--- src/rtl/uart_tx_arbiter_pkg.sv ---
// ---------------------------------------------------------------------------
// uart_tx_arbiter_pkg
//   Shared definitions for the UART transmit arbiter:
//     BYTE_W       width of one transmitted byte
//     arb_state_t  arbiter FSM states (IDLE, OWN, GAP)
//     tout_width   width of the hold-timeout counter for a given timeout
// ---------------------------------------------------------------------------
package uart_tx_arbiter_pkg;

  localparam int BYTE_W = 8;

  typedef enum logic [1:0] {
    ST_IDLE = 2'd0,
    ST_OWN  = 2'd1,
    ST_GAP  = 2'd2
  } arb_state_t;

  // Enough bits to hold HOLD_TIMEOUT itself; at least one bit so that a
  // disabled timeout (0) still yields a legal vector.
  function automatic int tout_width(input int hold);
    return (hold <= 1) ? 1 : $clog2(hold + 1);
  endfunction

endpackage

--- src/rtl/uart_tx_arbiter_rr_pick.sv ---
// ---------------------------------------------------------------------------
// uart_tx_arbiter_rr_pick
//   Combinational round-robin picker. Selects the first asserted request at
//   or after the pointer position, wrapping modulo NUM_REQ.
// Ports
//   req    in   NUM_REQ  request vector
//   ptr    in   PTR_W    search start position (always < NUM_REQ)
//   grant  out  NUM_REQ  one-hot winner, zero when no request
//   idx    out  PTR_W    binary index of the winner
//   valid  out  1        at least one request present
// ---------------------------------------------------------------------------
module uart_tx_arbiter_rr_pick #(
  parameter int NUM_REQ = 2,
  parameter int PTR_W   = 3
) (
  input  logic [NUM_REQ-1:0] req,
  input  logic [PTR_W-1:0]   ptr,
  output logic [NUM_REQ-1:0] grant,
  output logic [PTR_W-1:0]   idx,
  output logic               valid
);

  logic [2*NUM_REQ-1:0] req_dbl;
  logic [NUM_REQ-1:0]   rot_req;
  logic [NUM_REQ-1:0]   first_hit;
  logic [2*NUM_REQ-1:0] hit_dbl;

  // Rotate the request vector right by ptr so that bit 0 is the pointer
  // position; a fixed priority search then implements round-robin.
  assign req_dbl = {req, req};
  assign rot_req = NUM_REQ'(req_dbl >> ptr);

  for (genvar gi = 0; gi < NUM_REQ; gi++) begin : g_first
    if (gi == 0) begin : g_lsb
      assign first_hit[gi] = rot_req[gi];
    end else begin : g_upper
      assign first_hit[gi] = rot_req[gi] & ~(|rot_req[gi-1:0]);
    end
  end

  // Rotate the winner back left by ptr into absolute requester positions.
  assign hit_dbl = {first_hit, first_hit};
  assign grant   = NUM_REQ'((hit_dbl << ptr) >> NUM_REQ);
  assign valid   = |req;

  always_comb begin
    idx = '0;
    for (int i = 0; i < NUM_REQ; i++) begin
      if (grant[i]) idx = PTR_W'(i);
    end
  end

endmodule

--- src/rtl/uart_tx_arbiter.sv ---
// ---------------------------------------------------------------------------
// uart_tx_arbiter
//   Shares the single uart_tx6 transmit FIFO between NUM_REQ byte-stream
//   requesters. Round-robin grant at packet granularity: an owner keeps the
//   transmitter until its byte flagged last has been written. One byte per
//   two cycles at most; a dead GAP cycle follows every write so tx_full is
//   up to date before the next write decision.
// Ports
//   gclk1     in   1          system clock
//   rst_n     in   1          asynchronous active-low reset
//   req       in   NUM_REQ    requester i presents a byte, held until ack[i]
//   req_data  in   8*NUM_REQ  packed byte per requester
//   req_last  in   NUM_REQ    presented byte ends the requester's packet
//   ack       out  NUM_REQ    1-cycle pulse: requester's byte was written
//   grant     out  NUM_REQ    one-hot current owner, zero when idle
//   tx_data   out  8          to uart_tx6 data_in
//   tx_write  out  1          to uart_tx6 buffer_write, 1-cycle pulse
//   tx_full   in   1          from uart_tx6 buffer_full
//   busy      out  1          a packet is in progress
// ---------------------------------------------------------------------------
module uart_tx_arbiter
  import uart_tx_arbiter_pkg::*;
#(
  parameter int NUM_REQ      = 2,
  parameter int HOLD_TIMEOUT = 1024,
  parameter int PTR_W        = 3
) (
  input  logic                      gclk1,
  input  logic                      rst_n,
  input  logic [NUM_REQ-1:0]        req,
  input  logic [BYTE_W*NUM_REQ-1:0] req_data,
  input  logic [NUM_REQ-1:0]        req_last,
  output logic [NUM_REQ-1:0]        ack,
  output logic [NUM_REQ-1:0]        grant,
  output logic [BYTE_W-1:0]         tx_data,
  output logic                      tx_write,
  input  logic                      tx_full,
  output logic                      busy
);

  localparam int                TOUT_W     = tout_width(HOLD_TIMEOUT);
  localparam logic [TOUT_W-1:0] TOUT_MAX   = '1;
  localparam logic [TOUT_W-1:0] TOUT_LIMIT = TOUT_W'(HOLD_TIMEOUT);
  localparam logic [PTR_W-1:0]  LAST_IDX   = PTR_W'(NUM_REQ - 1);

  arb_state_t         state_reg, state_next;
  logic [PTR_W-1:0]   ptr_reg, ptr_next;
  logic [PTR_W-1:0]   owner_reg, owner_next;
  logic [TOUT_W-1:0]  tout_reg, tout_next;
  logic               last_reg, last_next;
  logic [NUM_REQ-1:0] grant_reg, grant_next;
  logic [NUM_REQ-1:0] ack_reg, ack_next;
  logic [BYTE_W-1:0]  tx_data_reg, tx_data_next;
  logic               tx_write_reg, tx_write_next;
  logic               busy_reg, busy_next;

  logic [NUM_REQ-1:0] pick_grant;
  logic [PTR_W-1:0]   pick_idx;
  logic               pick_valid;

  logic               owner_req;
  logic               owner_last;
  logic [BYTE_W-1:0]  owner_data;
  logic [BYTE_W-1:0]  masked_data [NUM_REQ];
  logic [PTR_W-1:0]   ptr_after_owner;
  logic [TOUT_W-1:0]  tout_inc;

  uart_tx_arbiter_rr_pick #(
    .NUM_REQ (NUM_REQ),
    .PTR_W   (PTR_W)
  ) u_rr_pick (
    .req   (req),
    .ptr   (ptr_reg),
    .grant (pick_grant),
    .idx   (pick_idx),
    .valid (pick_valid)
  );

  // Owner-side view of the request bus, selected by the one-hot grant.
  for (genvar gi = 0; gi < NUM_REQ; gi++) begin : g_mask
    assign masked_data[gi] = req_data[gi*BYTE_W +: BYTE_W] & {BYTE_W{grant_reg[gi]}};
  end

  always_comb begin
    owner_data = '0;
    for (int i = 0; i < NUM_REQ; i++) begin
      owner_data = owner_data | masked_data[i];
    end
  end

  assign owner_req       = |(req & grant_reg);
  assign owner_last      = |(req_last & grant_reg);
  assign ptr_after_owner = (owner_reg == LAST_IDX) ? '0 : owner_reg + 1'b1;
  // Saturating increment: the counter never wraps back to zero.
  assign tout_inc        = (tout_reg == TOUT_MAX) ? tout_reg : tout_reg + 1'b1;

  always_ff @(posedge gclk1 or negedge rst_n) begin
    if (!rst_n) begin
      state_reg    <= ST_IDLE;
      ptr_reg      <= '0;
      owner_reg    <= '0;
      tout_reg     <= '0;
      last_reg     <= 1'b0;
      grant_reg    <= '0;
      ack_reg      <= '0;
      tx_data_reg  <= '0;
      tx_write_reg <= 1'b0;
      busy_reg     <= 1'b0;
    end else begin
      state_reg    <= state_next;
      ptr_reg      <= ptr_next;
      owner_reg    <= owner_next;
      tout_reg     <= tout_next;
      last_reg     <= last_next;
      grant_reg    <= grant_next;
      ack_reg      <= ack_next;
      tx_data_reg  <= tx_data_next;
      tx_write_reg <= tx_write_next;
      busy_reg     <= busy_next;
    end
  end

  always_comb begin
    state_next    = state_reg;
    ptr_next      = ptr_reg;
    owner_next    = owner_reg;
    tout_next     = tout_reg;
    last_next     = last_reg;
    grant_next    = grant_reg;
    ack_next      = '0;
    tx_data_next  = tx_data_reg;
    tx_write_next = 1'b0;

    case (state_reg)
      ST_IDLE: begin
        if (pick_valid) begin
          grant_next = pick_grant;
          owner_next = pick_idx;
          tout_next  = '0;
          state_next = ST_OWN;
        end
      end

      ST_OWN: begin
        if (owner_req) begin
          // A requesting owner never times out, even when the FIFO is full.
          tout_next = '0;
          if (!tx_full) begin
            tx_data_next  = owner_data;
            tx_write_next = 1'b1;
            ack_next      = grant_reg;
            last_next     = owner_last;
            state_next    = ST_GAP;
          end
        end else begin
          tout_next = tout_inc;
          if ((HOLD_TIMEOUT != 0) && (tout_inc == TOUT_LIMIT)) begin
            grant_next = '0;
            ptr_next   = ptr_after_owner;
            tout_next  = '0;
            state_next = ST_IDLE;
          end
        end
      end

      ST_GAP: begin
        if (last_reg) begin
          grant_next = '0;
          ptr_next   = ptr_after_owner;
          state_next = ST_IDLE;
        end else begin
          state_next = ST_OWN;
        end
      end

      default: begin
        grant_next = '0;
        state_next = ST_IDLE;
      end
    endcase

    busy_next = |grant_next;
  end

  assign ack      = ack_reg;
  assign grant    = grant_reg;
  assign tx_data  = tx_data_reg;
  assign tx_write = tx_write_reg;
  assign busy     = busy_reg;

endmodule

--- config.mk ---
export PLATFORM = sky130hd
export DESIGN_NAME = uart_tx_arbiter
export DESIGN_NICKNAME = d
export VERILOG_FILES = /design/src/rtl/uart_tx_arbiter_pkg.sv /design/src/rtl/uart_tx_arbiter_rr_pick.sv /design/src/rtl/uart_tx_arbiter.sv
export SDC_FILE = /design/constraint.sdc
export NUM_CORES = 1
export LEC_CHECK = 0
export ABC_AREA = 1
export BUFFER_PORTS_ARGS = -buffer_cell sky130_fd_sc_hd__buf_2
export CAP_MARGIN = 20
export CORE_MARGIN = 2
export CORE_UTILIZATION = 48
export CTS_CLUSTER_DIAMETER = 120
export DETAILED_ROUTE_END_ITERATION = 16
export PLACE_DENSITY = 0.72
export RECOVER_POWER = 25
export SLEW_MARGIN = 20
export SYNTH_ARGS = -nofsm -noshare
export SYNTH_HDL_FRONTEND = slang
export SYNTH_SLANG_ARGS = --single-unit
export TNS_END_PERCENT = 1
--- constraint.sdc ---
create_clock -name gclk1 -period 1.97 [get_ports gclk1]
set_clock_uncertainty 0.05 [all_clocks]
set_input_delay 0.0985 -clock gclk1 [delete_from_list [all_inputs] [get_ports gclk1]]
set_output_delay 0.0985 -clock gclk1 [all_outputs]
set_load 0.005 [all_outputs]
==> metrics.yaml <==
logic_synthesis:
  synth_area_sq_mm: 0.00161
  synthAdderAreaFrac: 0.00777
  synth_top_family_by_area: "simple AND/OR/NAND/NOR gates"
  yosys.area_share.simple: 0.349
  ys_types: 29
  netlist_instances: 210
  ys_warn_count: 0
  synthXorXnorAreaFrac: 0.00544
  avgSynthCellArea_sq_um: 7.67
  yosys.area.top_type_share: 0.466
  yosys_register_bits: 30
  synth_area_leader_cell: "dfrtp_1"
  syn_nets: 234
  ys_top_cells_by_area: "dfrtp_1, nand2_1, nand3_1, inv_1, o21ai_0"
  synth-compound-area-share: 0.0971
  synthMuxAreaShare: 0
  ys_seq_area_frac: 0.466
die:
  io_pins: 37
  die-area_sq_mm: 0.00383
  rows: 21
  die_x_um: 61.9
  initial_utilization: 0.490
  die_h_um: 61.9
  core_area_sq_mm: 0.00328
worst_setup_path:
  end_kind: "flip-flop"
  worst_r2r_path_depth: 14
  path_max_fanout: 6
  worstReg2RegEnd: "busy"
  path_cells: "ha_2, nand2_4, nor2_4, buf_4, nand2_1, nand2_1, nand2_1, nand3_2, nor3_4, nand3_2, nand2_2, nand2_2, a21boi_2, nand2_1"
  arrival_ns: 2.12
  slowest_stage: "dfrtp_1"
  r2r_start: "tout_reg[0]"
  rrSetupSlack_ns: 0.03
  setup.worst_path.class: "reg -> reg"
  cp_common_cell: "nand2_1"
  cp_slowest_stage_delay_ns: 0.40
  start_kind: "flip-flop"
  required_ns: 2.15
  worstSetupStartpoint: "tout_reg[0]"
  endpoint: "busy"
global_route:
  grt_pass1_wl_um: 6630
  grt_max_degree: 31
  grt_overflow: 0
  grt_antenna_before_repair: 0
  grtUsageTotal: 0.240
  grt_pass1_vias: 1581
min_path:
  min_path_type: "in -> reg"
detailed_routing:
  drtIter0Drc: 96
  drtAntennaViolNets: 0
  post_drt_wl_per_cell_um: 12.9
  drc: 0
  first_pass_iters: 4
  routed_wl_um: 4240
  vias: 1657
  viasPerCell: 5.05
placement:
  place_inst: 296
  dp_hpwl_um: 2720
  placed_cell_area_sq_mm: 0.00188
  pre_cts_ws_ns: -0.0388
  io_buffers: 36
  place_congestion: 0.849
finish:
  fillers: 253
  nNetsFinal: 305
  diodes: 0
  largest_reg_flops: 11
  post-route-util: 0.675
  drive_gt1_frac: 0.270
  final_area_sq_mm: 0.00222
  syn_to_final_growth_pct: 37.6
  instances_no_fill: 328
cts:
  clk_pin_slew_ns: 0.10
  cts_tree: "yes"
  cts_buffer_depth: 2
  clk_latency_ns: 0.34
  htreeDepth: 2
  root_buffer: "clkbuf_4"
  clkSinkCount: 30
  cts_buffers: 5
sta:
  fmax_mhz: 516
  worstMarginPinSlew_ns: 0.733
  finalSetupViolCount: 0
  fin_crit_sh: 0.984
  period_needed_ns: 1.94
  setup_ws_ns: 0.0307
  max_slew_margin: 0.511
  rsz0062_at_grt: "true"
  finalHoldViolCount: 0
  finalMaxSlewViolations: 0
pwr:
  powerDensity_mw_per_mm2: 1040
  p_total_mw: 2.30
  irDropWorstVdd_mv: 0.680
  cellLeakagePower_nw: 1.10
job:
  max_cap_viol_count: 0
outcome:
  status: "finished, final reports clean"
-- critical path: cells and delay by family, from the launching register on --
| kind | cells | cell delay [ns] |
|---|---|---|
| AND/OR/NAND/NOR | 11 | 0.89 |
| flip-flops | 1 | 0.40 |
| adder cells (fa/ha/maj) | 1 | 0.20 |
| AO/OA/AOI/OAI | 1 | 0.15 |
| buffers and inverters | 1 | 0.14 |
-- how the worst min path moves through the flow --
stage               startpoint      endpoint  cells after the start
finish                  req[1]  state_reg[0]                      3
global route            req[1]  state_reg[0]                      3
CTS                     req[1]  state_reg[0]                      3
detailed placement       rst_n   tout_reg[9]                      1
global placement         rst_n   tout_reg[8]                      1
floorplan                rst_n        ack[0]                      0
-- cells by family (layout without fill, tap and decap cells) --
group / count (synthesis) / after routing
buf+inv: 30 / 101
simple gates: 121 / 122
flops: 30 / 30
fa+ha+maj: 1 / 1
compound gates: 27 / 27
xor+xnor: 1 / 1
-- cells in the final DEF (no fill, tap or decap), types with 2 or more instances in the layout --
cell           Yosys  final
nor3_4             1      2
buf_4              0      9
buf_2              0     35
nand2_2            3      5
dlygate4sd3_1      0     20
a21oi_1            4      3
nor2_4             2      2
clkbuf_4           0      5
nand3_1           28     27
nand3_2            1      3
dfrtp_1           30     29
o21ai_0           15     15
nor2_1            13     13
inv_2              3      3
a32o_1             2      2
inv_1             24     24
nand2_1           66     63
nor3_1             2      2
-- timing repair --
| action | 4_1_cts | 5_1_grt |
|---|---|---|
| hold buffers | 20 | 0 |
| pin swaps | 2 | 7 |
| cloned | 0 | 1 |
| buffers inserted | 0 | 3 |
| resized for setup | 2 | 9 |
| endpoints found under the setup margin | 3 | 12 |
| endpoints found under the hold margin | 41 | 0 |
-- stage by stage --
stage	hold slack (ns)	TNS, ns
floorplan	-0.247	0
CTS	0.0774	0
finish	0.0808	0
detailed placement	0.126	-0.0517
global route	0.105	-0.527
global placement	0.120	0
-- Yosys cell counts --
cell,count
buf_6,1
o21ai_1,1
o211ai_1,1
nand3_4,1
inv_2,3
nand2_2,3
a21oi_1,4
nor2_4,2
xor2_1,1
o21ai_0,15
inv_1,24
nand3_1,28
nand3b_1,1
ha_1,1
o22ai_1,2
dfrtp_1,30
nor3_2,1
nand3_2,1
a21boi_1,1
clkbuf_1,1
nor2_2,1
nor3_1,2
nor3_4,1
nand4_1,1
o32ai_1,1
nor2_1,13
nand2_1,66
a32o_1,2
clkinv_1,1
-- final cells by class --
cell class,instances,area [sq um],share of cell area
sequential,30,752,0.339
tap,46,57.6,0.0260
clock inverter,2,12.5,0.00565
multi-input combinational,151,790,0.356
clock buffer,6,51.3,0.0232
inverter,28,105,0.0474
timing repair buffer,65,448,0.202
-- where the power goes --
part	switching [mW]	internal (mW)	total [mW]
Sequential	0.111	0.788	0.899
Clock	0.222	0.171	0.393
Combinational	0.583	0.430	1.01
Total	0.915	1.39	2.30
-- routing by layer --
layer  up-vias  GRT usage  wire [um]
li1        824          -          -
met1       755      0.293       1830
met2        67      0.391       2050
met3        11     0.0807        299
met4         0     0.0973         61
met5         -          0          0
Power figures use the tool's default switching activity.
